[src/rtl/alu_serial_ctrl.sv]
// Bit-serial ALU sequencer: runs WIDTH-bit {mode,opcode} operations one bit per clock, LSB first.
// Optional LOGIC_FAST_EN: mode 00 (logic) ops bypass the serial loop and finish in one cycle.
module alu_serial_ctrl #(
  parameter int unsigned WIDTH = 8
) (
  input  logic             clk,
  input  logic             rst_n,
  input  logic             start,
  input  logic [1:0]       mode,
  input  logic [1:0]       opcode,
  input  logic [WIDTH-1:0] a,
  input  logic [WIDTH-1:0] b,
  output logic             busy,
  output logic             done,
  output logic [WIDTH-1:0] result,
  output logic             cout,
  output logic             err
);

  localparam int unsigned CW = $clog2(WIDTH);

  typedef enum logic [1:0] {IDLE, RUN, DONE} state_t;

  state_t           state, state_d;
  logic [WIDTH-1:0] a_q, a_d, b_q, b_d, res_sh, res_sh_d, result_d;
  logic [3:0]       op_q, op_d, op_in;
  logic [CW-1:0]    cnt, cnt_d;
  logic             carry, carry_d;
  logic             busy_d, done_d, err_d, cout_d;
  logic             x_bit, y_bit, s_bit, c_next;

  assign op_in = {mode, opcode};

  // 1-bit slice: X = A or ~A, Y = B or 0; logic ops are X^Y with the carry chain held at 0
  always_comb begin
    x_bit  = a_q[0] ^ op_q[0];
    y_bit  = b_q[0] & op_q[1];
    s_bit  = x_bit ^ y_bit ^ carry;
    c_next = (op_q[3:2] != 2'b00) &
             ((x_bit & y_bit) | (x_bit & carry) | (y_bit & carry));
  end

  // Next-state and next-register values
  always_comb begin
    state_d  = state;
    a_d      = a_q;
    b_d      = b_q;
    op_d     = op_q;
    cnt_d    = cnt;
    carry_d  = carry;
    res_sh_d = res_sh;
    result_d = result;
    cout_d   = cout;
    done_d   = 1'b0;
    err_d    = 1'b0;

    case (state)
      IDLE: begin
        if (start) begin
          if (op_in[3:2] == 2'b11) begin
            err_d = 1'b1;
          end else begin
            a_d      = a;
            b_d      = b;
            op_d     = op_in;
            carry_d  = op_in[3];
            cnt_d    = '0;
            res_sh_d = '0;
            state_d  = RUN;
`ifdef LOGIC_FAST_EN
            if (op_in[3:2] == 2'b00) begin
              result_d = (a ^ {WIDTH{op_in[0]}}) ^ (b & {WIDTH{op_in[1]}});
              cout_d   = 1'b0;
              done_d   = 1'b1;
              state_d  = DONE;
            end
`endif
          end
        end
      end
      RUN: begin
        res_sh_d = {s_bit, res_sh[WIDTH-1:1]};
        a_d      = a_q >> 1;
        b_d      = b_q >> 1;
        carry_d  = c_next;
        cnt_d    = cnt + CW'(1);
        // Final bit: publish the word and carry as DONE is entered
        if (cnt == CW'(WIDTH - 1)) begin
          result_d = {s_bit, res_sh[WIDTH-1:1]};
          cout_d   = c_next;
          done_d   = 1'b1;
          cnt_d    = '0;
          state_d  = DONE;
        end
      end
      DONE: begin
        state_d = IDLE;
      end
      default: begin
        state_d = IDLE;
      end
    endcase

    busy_d = (state_d != IDLE);
  end

  always_ff @(posedge clk or negedge rst_n) begin
    if (!rst_n) begin
      state  <= IDLE;
      a_q    <= '0;
      b_q    <= '0;
      op_q   <= '0;
      cnt    <= '0;
      carry  <= 1'b0;
      res_sh <= '0;
      result <= '0;
      cout   <= 1'b0;
      busy   <= 1'b0;
      done   <= 1'b0;
      err    <= 1'b0;
    end else begin
      state  <= state_d;
      a_q    <= a_d;
      b_q    <= b_d;
      op_q   <= op_d;
      cnt    <= cnt_d;
      carry  <= carry_d;
      res_sh <= res_sh_d;
      result <= result_d;
      cout   <= cout_d;
      busy   <= busy_d;
      done   <= done_d;
      err    <= err_d;
    end
  end

endmodule

[config.mk]
export PLATFORM = sky130hd
export DESIGN_NAME = alu_serial_ctrl
export DESIGN_NICKNAME = d
export VERILOG_FILES = /design/src/rtl/alu_serial_ctrl.sv
export SDC_FILE = /design/constraint.sdc
export NUM_CORES = 1
export LEC_CHECK = 0
export CORE_MARGIN = 4
export CORE_UTILIZATION = 50
export CTS_CLUSTER_SIZE = 20
export DETAILED_ROUTE_END_ITERATION = 7
export MAX_ROUTING_LAYER = met4
export PLACE_DENSITY = 0.8
export SLEW_MARGIN = 25
export SYNTH_ARGS = -nofsm -noshare
export SYNTH_HDL_FRONTEND = slang
export SYNTH_SLANG_ARGS = --single-unit
[constraint.sdc]
create_clock -name clk -period 1.8 [get_ports clk]
set_input_delay 0.27 -clock clk [delete_from_list [all_inputs] [get_ports clk]]
set_output_delay 0.27 -clock clk [all_outputs]
set_load 0.05 [all_outputs]
==> metrics.csv, run 1 <==
metric;value;unit
DRC;0;
first-pass GRT wire length;6.16;mm
synthesized area;2000;sq um
largest net degree at the start of global routing;46;
fin. max-slew vios;0;
row count;22;
Die Span Y;71.2;um
Starting DRT DRC Count;67;
DR pass1 iterations;4;
post-CTS setup buffers;0;
Max Buffers Root-to-Sink;2;
final instance area;2540;sq um
H-tree Lvls;2;
cell family with most CP delay;buffers and inverters;
# nets final;207;
clk slew on worst S/H paths;0.09;ns
Post-Syn Area per Cell;14.8;sq um
delay of the slowest cell on the worst path;0.80;ns
ranking of synthesized cells by area;dfrtp_1 (56%), mux2_2 (16%), mux2_4 (5.3%);
ANT cells;0;
vias in the first global route;1257;
PostCTS Resize Cnt;0;
CP endpoint kind;output pin;
layout cells sized above 1;34.3;%
final hold violations;0;
clk_lat worst skew;0.30;ns
worst slew pin tran;0.556;ns
RSZ-0062 raised after global routing;no;
Crit path arrival time;1.46;ns
CTS tree;done;
CP max stage cell;clkdlybuf4s50_1;
Yosys warnings;0;
Root Driver;clkbuf_8;
hpwl dp;2.60;mm
CP cell instances;clkdlybuf4s50_1;
initial antenna violation count;0;
Max Fclk;577;MHz
leakage;0.00116;uW
max-cap viol count;0;
Synth top area share;56.4;%
PwrDens;1780;nW/um^2
DR vias;1199;
Syn Nets;162;
CP bufs+invs;1;
CTS sink count;45;
flops & latches, synth;45;
IO Port Bufs;34;
final setup fails;0;
Routed wire per std cell;15.9;um
chip width;71.2;um
synthesis-to-layout area growth;27.3;%
GRT Residual Overflow;0;
I/O pin count;35;
CTS Buf Count;5;
cts hold-fix bufs;0;
area leader, netlist;dfrtp_1;
Setup crit start kind;flip-flop;
non-filler instance count after layout;229;
fill count;250;
status;complete, no violations;
critical path depth;1;
Worst slew margin;62.9;%
Detailed Route WL;3.64;mm
GR Util All Layers;16.1;%
Tmin final;1.73;ns
ANT nets after route;0;
VDD IR max;1080;uV
Yosys cell types;29;
sequential-to-total area share from yosys stat;56.4;%
CP Max Fanout;2;
Hold Crit Class;input port to async pin;
DP Area;2430;sq um
cell count of the worst reg-to-reg path;4;
global placement routability congestion;0.810;
Final Skew;0.0102;ns
Die ar.;5070;sq um
via-per-instance ratio;5.24;
cell count after synthesis;135;
Inst Count DP;221;
Core Area;3770;sq um
commonest non-fill, non-tap cell in the layout;dfrtp_1;
most frequent cells in the layout;dfrtp_1 (45), clkdlybuf4s50_1 (31), mux2_2 (29);
Sum Neg Setup Slack;0;ns
Initial Utilization;53.0;%
Final Cycle Share;96.2;%
critical path class;flip-flop to output pin;
Worst EP required;1.53;ns
==> synthesized netlist by cell type, drive strengths merged <==
cell / number
a21oi: 1
xnor2: 1
o2bb2ai: 1
nor3: 1
nand2b: 2
fa: 1
a22o: 10
nor2: 4
or3b: 1
mux2: 37
o22a: 2
nor2b: 2
inv: 4
a221o: 1
nand3b: 1
o21bai: 1
ha: 3
dfrtp: 45
nand2: 4
a21o: 1
a31oi: 1
buf: 7
o21ai: 4
==> cells by family after synthesis <==
| group | count (synthesis) | share of synthesized area, % |
|---|---|---|
| buf+inv | 11 | 4.32 |
| simple gates | 15 | 3.95 |
| compound gates | 22 | 9.84 |
| xor+xnor | 1 | 0.439 |
| fa+ha+maj | 4 | 2.88 |
| mux | 37 | 22.2 |
| flops | 45 | 56.4 |
==> worst paths after layout <==
kind | from | slack [ns] | end
worst max-delay path | result[6] | 0.07 | result[6]
worst min-delay path | rst_n | 0.04 | result[4]
worst max register to register | cnt[0] | 0.13 | result[5]
worst min register to register | op_q[3] | 0.50 | op_q[3]
max in group asynchronous | rst_n | 1.38 | a_q[0]
min in group clk | op_q[3] | 0.50 | op_q[3]
==> state kept, by name, summed over array words and instances, names as in the netlist, 2 cells and up <==
signal / count
op_q: 4
result: 8
b_q: 8
state: 2
cnt: 3
res_sh: 7
a_q: 8
==> metrics by stage <==
| step | utilization (%) | setup slack, ns | power, uW | hold slack (ns) |
|---|---|---|---|---|
| floorplan | - | 0.222 | 3230 | -0.0256 |
| global placement | 64.3 | 0.0511 | 3690 | 0.368 |
| detailed placement | 64.3 | 0.00713 | 3800 | 0.379 |
| CTS | 67.4 | 0.0526 | 4590 | 0.0487 |
| global route | 67.4 | 0.0112 | 4810 | 0.0930 |
| finish | 67.4 | 0.0679 | 4520 | 0.0407 |
==> layout make-up <==
cell class	count	area [sq um]	share of cell area [%]
flip-flops and latches	45	1130	44.3
multi-input cells	79	787	31.0
repair buffers	45	438	17.2
clock buffers	5	68.8	2.71
well taps	48	60.1	2.36
clock inverters	3	46.3	1.82
inverters	4	15.0	0.591
==> power by group <==
part           leakage (uW)  total [uW]  internal, uW  switching (uW)
Combinational      0.000540        2050          1090             958
Sequential         0.000568        1710          1450             262
Clock             0.0000543         763           415             347
Total               0.00116        4520          2960            1570
==> layer usage <==
layer  global-route usage (%)  wire [um]  vias to the layer above
li1                         -          -                      570
met1                     20.2       1590                      602
met2                     26.5       1870                       21
met3                     3.41        133                        6
met4                     4.38         44                        0
met5                        -          0                        -
No activity file was read; power rests on OpenSTA's default activity.
==> run 2, diff against run 1 <==
CTS_CLUSTER_DIAMETER = 40   (was default)
==> results of run 2 <==
Same layout as run 1: the final DEF is identical, and so are final timing and power.
